**src/rtl/temporal_interval.sv**
```systemverilog
// temporal_interval
//   Resolves one score interval of flexible duration [dmin, dmax], measured in
//   rising edges of the divided time base `tick`. The interval ends when an
//   interactive trigger arrives inside the window, or by timeout at dmax.
//
// Ports
//   clk          system clock (same clock as the upstream clock_divider)
//   rst          synchronous, active-high reset
//   tick         divided time base, level signal synchronous to clk
//   start        one-cycle request to begin an interval (IDLE only)
//   abort        cancel a running interval without producing fire
//   trigger      interactive event, one-cycle pulse
//   dmin, dmax   duration bounds in ticks, latched on an accepted start
//   busy         interval running (WAIT_MIN or WINDOW)
//   in_window    state is WINDOW
//   elapsed      ticks counted since start; holds after completion
//   fire         one-cycle pulse when the interval ends
//   fire_timeout qualifies fire: 1 = ended by timeout (0 when fire is 0)
//   early        one-cycle pulse for a discarded trigger in WAIT_MIN
//   param_err    one-cycle pulse for a rejected start with dmin > dmax
module temporal_interval #(
  parameter int unsigned WIDTH = 32
) (
  input  logic             clk,
  input  logic             rst,
  input  logic             tick,
  input  logic             start,
  input  logic             abort,
  input  logic             trigger,
  input  logic [WIDTH-1:0] dmin,
  input  logic [WIDTH-1:0] dmax,
  output logic             busy,
  output logic             in_window,
  output logic [WIDTH-1:0] elapsed,
  output logic             fire,
  output logic             fire_timeout,
  output logic             early,
  output logic             param_err
);

  typedef enum logic [1:0] {
    IDLE     = 2'd0,
    WAIT_MIN = 2'd1,
    WINDOW   = 2'd2
  } state_t;

  state_t           state_q, state_d;
  logic             tick_q;
  logic             tick_edge;
  logic [WIDTH-1:0] dmin_q, dmin_d;
  logic [WIDTH-1:0] dmax_q, dmax_d;
  logic [WIDTH-1:0] elapsed_q, elapsed_d;
  logic [WIDTH-1:0] elapsed_inc;
  logic             fire_q, fire_d;
  logic             fire_timeout_q, fire_timeout_d;
  logic             early_q, early_d;
  logic             param_err_q, param_err_d;

  // tick_q resets high so a tick already high at reset release is not an edge.
  assign tick_edge   = tick & ~tick_q;
  assign elapsed_inc = elapsed_q + WIDTH'(1);

  always_comb begin
    state_d        = state_q;
    dmin_d         = dmin_q;
    dmax_d         = dmax_q;
    elapsed_d      = elapsed_q;
    fire_d         = 1'b0;
    fire_timeout_d = 1'b0;
    early_d        = 1'b0;
    param_err_d    = 1'b0;

    unique case (state_q)
      IDLE: begin
        if (start) begin
          if (dmin > dmax) begin
            param_err_d = 1'b1;
          end else begin
            dmin_d    = dmin;
            dmax_d    = dmax;
            elapsed_d = '0;
            state_d   = (dmin == '0) ? WINDOW : WAIT_MIN;
          end
        end
      end

      WAIT_MIN: begin
        if (abort) begin
          state_d = IDLE;
        end else begin
          // Trigger is judged against the pre-increment count, so one that
          // coincides with the edge reaching dmin is still early.
          if (trigger) begin
            early_d = 1'b1;
          end
          if (tick_edge) begin
            elapsed_d = elapsed_inc;
            if (elapsed_inc == dmin_q) begin
              state_d = WINDOW;
            end
          end
        end
      end

      WINDOW: begin
        if (abort) begin
          state_d = IDLE;
        end else if (trigger) begin
          fire_d  = 1'b1;
          state_d = IDLE;
        end else if (tick_edge) begin
          if (elapsed_q == dmax_q) begin
            fire_d         = 1'b1;
            fire_timeout_d = 1'b1;
            state_d        = IDLE;
          end else begin
            elapsed_d = elapsed_inc;
          end
        end
      end

      default: state_d = IDLE;
    endcase
  end

  always_ff @(posedge clk) begin
    if (rst) begin
      state_q        <= IDLE;
      tick_q         <= 1'b1;
      dmin_q         <= '0;
      dmax_q         <= '0;
      elapsed_q      <= '0;
      fire_q         <= 1'b0;
      fire_timeout_q <= 1'b0;
      early_q        <= 1'b0;
      param_err_q    <= 1'b0;
    end else begin
      state_q        <= state_d;
      tick_q         <= tick;
      dmin_q         <= dmin_d;
      dmax_q         <= dmax_d;
      elapsed_q      <= elapsed_d;
      fire_q         <= fire_d;
      fire_timeout_q <= fire_timeout_d;
      early_q        <= early_d;
      param_err_q    <= param_err_d;
    end
  end

  assign busy         = (state_q == WAIT_MIN) || (state_q == WINDOW);
  assign in_window    = (state_q == WINDOW);
  assign elapsed      = elapsed_q;
  assign fire         = fire_q;
  assign fire_timeout = fire_timeout_q;
  assign early        = early_q;
  assign param_err    = param_err_q;

endmodule

```
**config.mk**
```make
export PLATFORM = sky130hd
export DESIGN_NAME = temporal_interval
export DESIGN_NICKNAME = d
export VERILOG_FILES = /design/src/rtl/temporal_interval.sv
export SDC_FILE = /design/constraint.sdc
export NUM_CORES = 1
export LEC_CHECK = 0
export ABC_CLOCK_PERIOD_IN_PS = 8100
export CORE_UTILIZATION = 34
export CTS_BUF_LIST = sky130_fd_sc_hd__clkbuf_4
export DETAILED_ROUTE_END_ITERATION = 16
export SYNTH_ARGS = -nofsm -noshare
export SYNTH_HDL_FRONTEND = slang
export SYNTH_SLANG_ARGS = --single-unit
```
**constraint.sdc**
```tcl
create_clock -name clk -period 8.1 [get_ports clk]
set_input_delay 1.62 -clock clk [delete_from_list [all_inputs] [get_ports clk]]
set_output_delay 1.62 -clock clk [all_outputs]
set_load 0.03 [all_outputs]
```
# Word-level counts from Yosys, hierarchy flattened
# Index checks and enable logic that the tools add are counted.
[word_totals]
ff_bits = 103
input_bits = 70
wordCells = 70
output_inout_bits = 38
[classes]
addsub = 1
muxes = 25
order_cmp = 1
eq_ne = 16
reduce_logical = 11
bitwise_logic = 7
[ops]
columns = ["operator", "count"]
rows = [
  ["$mux W32", 8],
  ["$pmux W32 S3", 1],
  ["$eq A32 B32 Y1", 2],
  ["$add A32 B1 Y32 const B", 1],
  ["$gt A32 B32 Y1", 1],
  ["$logic_not A32 Y1", 1],
  ["$mux W2", 10],
  ["$ne A2 B2 Y1 const B", 7],
  ["$reduce_and A9 Y1", 1],
  ["$reduce_or A3 Y1", 3],
  ["$ne A4 B3 Y1 const B", 2],
  ["$ne A3 B3 Y1 const B", 2],
  ["$not A1 Y1", 6],
  ["$pmux W2 S3", 1],
  ["$reduce_and A6 Y1", 1],
  ["$mux W1", 5],
  ["$reduce_or A4 Y1", 1],
  ["$reduce_and A3 Y1", 1],
  ["$reduce_bool A3 Y1", 1],
  ["$eq A2 B1 Y1 const B", 1],
  ["$eq A2 B2 Y1 const B", 1],
  ["$logic_not A2 Y1", 1],
  ["$ne A2 B1 Y1 const B", 1],
  ["$and A1 B1 Y1", 1],
  ["$logic_or A1 B1 Y1", 1],
]

# Depth between registers and ports, before layout
[logic_depth]
word_depth = 6
mapped_depth = 12
depth_no_buf = 10

# Worst setup path after synthesis
# No wires, ideal clock.
[synth_path]
path_type = "input to register"
from = "input port dmax[31]"
to = "register dmax_q[0]"
n_path_buf = 2
t_arrival_ns = 3.918
t_required_ns = 7.972
path_stages = 12
setup_time_ns = 0.128
slack_ns = 4.054
cell_sequence = "inv_1 ha_1 nand4_1 nor4_1 nand3_1 and2_1 o31a_1 or3b_1 buf_2 buf_1 mux2i_1 nor2_1"
[synth_via]
elab_chain_cells = 3
[synth_lines]
columns = ["item", "line_no", "source"]
rows = [
  ["start, declared", "31", "input logic [WIDTH-1:0] dmax,"],
  ["$gt A32 B32 Y1", "76", "if (dmin > dmax) begin"],
  ["$not A1 Y1 (no line)", "n/a", ""],
  ["$reduce_and A3 Y1 (no line)", "n/a", ""],
  ["end signal, assigned", "141", "dmax_q <= dmax_d;"],
  ["end, declared", "51", "logic [WIDTH-1:0] dmax_q, dmax_d;"],
]
# No other way between the ends.
# A chain may end at the register's enable or synchronous reset.

# Worst setup path in the final report
[layout_path]
from = "input port dmax[17]"
to = "register elapsed_q[7] (netlist: elapsed[7])"
[layout_via]
elab_chain_cells = 3
[layout_lines]
columns = ["item", "line_no", "source"]
rows = [
  ["$gt A32 B32 Y1", "76", ""],
  ["$ne A2 B2 Y1 (no line)", "n/a", ""],
  ["$reduce_and A9 Y1 (no line)", "n/a", ""],
  ["end signal, assigned", "142", "elapsed_q <= elapsed_d;"],
  ["end, declared", "52", "logic [WIDTH-1:0] elapsed_q, elapsed_d;"],
]
# No other way between the ends.

==> flow_summary_export.csv <==
group,metric,value,unit
global_routing,grt_pass1_wl,34520,um
synth,async_flop_share,0,%
cts,cts_buffers,9,
cts,cts_resized,0,
final_layout,areaGrowthSynthToFinish,18.94,%
placed_design,portBuffers,107,
synth,synth_top_area_share,30.16,%
die,fp-row-count,51,
drt,wirelength,22440,um
sta,fin_ws,3183,ps
die,fp.coreArea,19590,sq um
final_layout,fin_cells,1153,
worst_setup_path,crit_cells,12,
cts,cts_tree,"yes",
drt,ant_nets,0,
die,initial_core_util,34.90,%
synth,ys.flop_type,"dfxtp_1",
synth,synth_cell_types,63,
placed_design,dp_hpwl,17150,um
global_routing,grt.overflow.total,0,
placed_design,place.gp.congestion,0.9024,
drt,route.detailed.drc,0,
cts,cts_sinks,103,
power,power_density,194.9,nW/um^2
synth,synthTopCellsByArea,"dfxtp_1 30%, mux2i_1 9.7%, ha_1 6.8%",
drt,drtIter0Drc,618,
sta,finClkSkew,27.76,ps
synth,synth_seq_cells,103,
worst_setup_path,r2r_cells,9,
die,die_w,143.8,um
worst_setup_path,worstSetupStartpoint,"dmax[17]",
power,internal_power,905.0,uW
synth,synth_edf_count,0,
worst_setup_path,timing_worst_setup_path_type,"primary input to flip-flop",
global_routing,grt_pass1_vias,5867,
drt,vias,6387,
cts,ctsHtreeMaxLevel,3,
sta,drv_slew,0,
worst_setup_path,crit_arrival,5330,ps
worst_setup_path,crit_path_max_fanout,23,
worst_setup_path,path_cells,"clkdlybuf4s50_1 > inv_1 > ha_1 > nand4_1 > nor4_1 > nand3_1 > and2_1 > o31a_1 > o21a_1 > buf_4 > nor3_2 > o2bb2ai_1",
drt,viasPerCell,5.539,
power,sequentialPowerShare,38.5,%
cts,clk_pin_slew,160,ps
worst_setup_path,critPathLaunchType,"primary input",
sta,rsz0062_at_grt,"no",
worst_setup_path,r2r_setup_slack,4550,ps
final_layout,final_nets,990,
die,die_y,143.8,um
worst_setup_path,end_kind,"flip-flop",
global_routing,grt_max_degree,55,
sta,layout_min_cycle_time,4917,ps
sta,worstMarginPinSlew,1097,ps
sta,final-hold-violation-count,0,
sta,max-slew-margin-rel,26.75,%
final_layout,nFillCells,2030,
placed_design,dp_worst_setup_slack,2651,ps
synth,postSynthAreaPerCell,8.329,sq um
power,p_sw_share,42.91,%
die,io_pins,108,
worst_setup_path,timing.rr.end,"state_q[1]$_SDFFE_PP0P_",
drt,post_drt_wl_per_cell,19.46,um
power,p_clk_share,16.2,%
worst_setup_path,cp.required,8510,ps
worst_setup_path,endpoint,"elapsed[7]$_SDFFE_PP0P_",
synth,yosysWarnings,0,
final_layout,multiInputGateArea,4324,sq um
sta,setup_violations,0,
global_routing,grt_antenna_before_repair,0,
cts,cts_setup_buffers,0,
worst_setup_path,cpPeakStageDelay,790,ps
global_routing,grt_usage,22.28,%
final_layout,layout-drive-gt1-share,4.171,%
die,fp.dieArea,20680,sq um
worst_setup_path,r2r_start,"elapsed[0]$_SDFFE_PP0P_",
run,drv_cap,0,
cts,ctsRootBufferMaster,"clkbuf_4",
synth,syn_area,6838,sq um
synth,yosysMostFrequentCell,"dfxtp_1",
final_layout,seqCellArea,2062,sq um
placed_design,dp_cells,1137,
drt,dr.pass1.iters,5,
outcome,status,"completed",
synth,synth_nets,928,
sta,max_clock_freq,203.4,MHz
worst_setup_path,critPathTopFamily,"simple AND/OR/NAND/NOR gates",
worst_setup_path,cp_slowest_cell,"nor3_2",
sta,finalCritPeriodShare,60.71,%
power,p_switching,680.3,uW
power,peakVddDrop,98.18,uV
synth,yosysTopAreaCell,"dfxtp_1",
cts,insertion_delay,500,ps
synth,seq_area_frac_synth,30.16,%
min_path,min_from,"state_q[0]$_SDFFE_PP0P_",
power,p_comb_share,45.3,%
power,leakage,0.003537,uW
synth,synthTopCellsByCount,"103 x dfxtp_1, 88 x nor2_1, 66 x mux2i_1",
worst_setup_path,critPathBufInv,3,
min_path,hp-class,"flip-flop to flip-flop",
synth,synthCells,821,
sta,fin_tns_setup,0,ps
cts,cts_hold_buf,0,
cts,clockBufferDepth,2,
[cell families (layout without fill, tap and decap cells)]
logic type	count (synthesis)	count (layout)	share of synthesized area [%]
simple gates	282	282	21.72
compound gates	152	152	16.03
buf+inv	112	178	6.715
flops	103	103	30.16
xor+xnor	69	69	8.948
mux	66	66	9.661
fa+ha+maj	37	37	6.770
other cells	0	1	0
[worst min-delay path by stage]
stage / depth (start not counted) / end / slack, ps
after floorplan: 2 / state_q[0]$_SDFFE_PP0P_ / 470
after global placement: 2 / dmin_q[5]$_SDFFE_PP0P_ / 500
after detailed placement: 2 / state_q[0]$_SDFFE_PP0P_ / 490
after CTS: 2 / state_q[0]$_SDFFE_PP0P_ / 520
after global routing: 2 / state_q[0]$_SDFFE_PP0P_ / 550
final: 2 / state_q[0]$_SDFFE_PP0P_ / 520
[flip-flops by register name, summed over array words and instances, names as in the netlist]
register,cells
state_q,2
dmax_q,32
fire,1
early,1
param_err,1
dmin_q,32
tick_q,1
elapsed,32
fire_timeout,1
[layer usage]
metal,global-route usage (%),vias to the layer above,part of all wire (%),routed length (um)
met4,7.783,0,2.4,541
li1,-,3111,-,-
met1,32.39,2986,46,10400
met5,0,-,0,0
met2,33.67,264,44,9828
met3,2.466,26,7.4,1668
[stage by stage]
stage	util, %	hold slack, ps	instance area, sq um	power, uW
after floorplan	-	472.5	6838	1100
after global placement	40.91	498.3	8015	1319
after detailed placement	40.91	494.6	8015	1326
after CTS	41.50	521.0	8130	1583
after global routing	41.50	554.7	8130	1674
final	41.52	520.7	8133	1585
[final cells by class]
cell class	instances	share of cell area (%)
clock buffer	11	1.015
sequential	103	25.35
timing repair buffer	112	13.60
tap	265	4.077
multi-input combinational	606	53.17
antenna	1	0.03077
clock inverter	4	0.4000
inverter	51	2.354
[power groups by stage]
stage	Sequential [uW]	Clock, uW	Combinational [uW]
floorplan	604	0	497
global placement	619	0	700
detailed placement	621	0	705
CTS	609	266	708
global route	616	281	778
finish	610	257	718
[cells in the final DEF, fill, tap and decap left out, types with 4 or more instances in the layout]
cell type,netlist,layout
o21ai_1,6,6
xnor2_1,25,25
buf_4,8,6
clkdlybuf4s50_1,0,106
or3_1,5,5
a211oi_1,6,6
inv_1,50,50
o211ai_1,7,7
o2bb2ai_1,5,5
clkbuf_4,0,11
and4_1,7,7
nor2b_1,4,4
and2_1,6,6
mux2i_1,66,66
xor2_1,43,43
a21oi_1,34,34
o41ai_1,14,14
nor3_1,21,20
dfxtp_1,103,103
o31ai_1,4,4
ha_1,37,37
a21o_1,8,8
nand3_1,22,22
o311ai_1,8,8
a32o_1,7,7
o31a_1,4,4
nor2_1,88,88
o21a_1,5,5
nor4_1,27,27
nand2_1,47,47
and3_1,7,7
or4_1,5,5
nand4_1,26,26
o21ai_0,15,15
a211o_1,7,7
[worst register-to-register path, stage by stage, from the launching register on]
cell and delay, ps:
dfxtp_1 580, ha_1 450, inv_1 170, nor2_1 650, nand3_1 410, xnor2_1 230, o21ai_0 100, o41ai_1 380
o211ai_1 210, a221oi_2 290
(Power assumes the default switching activity.)
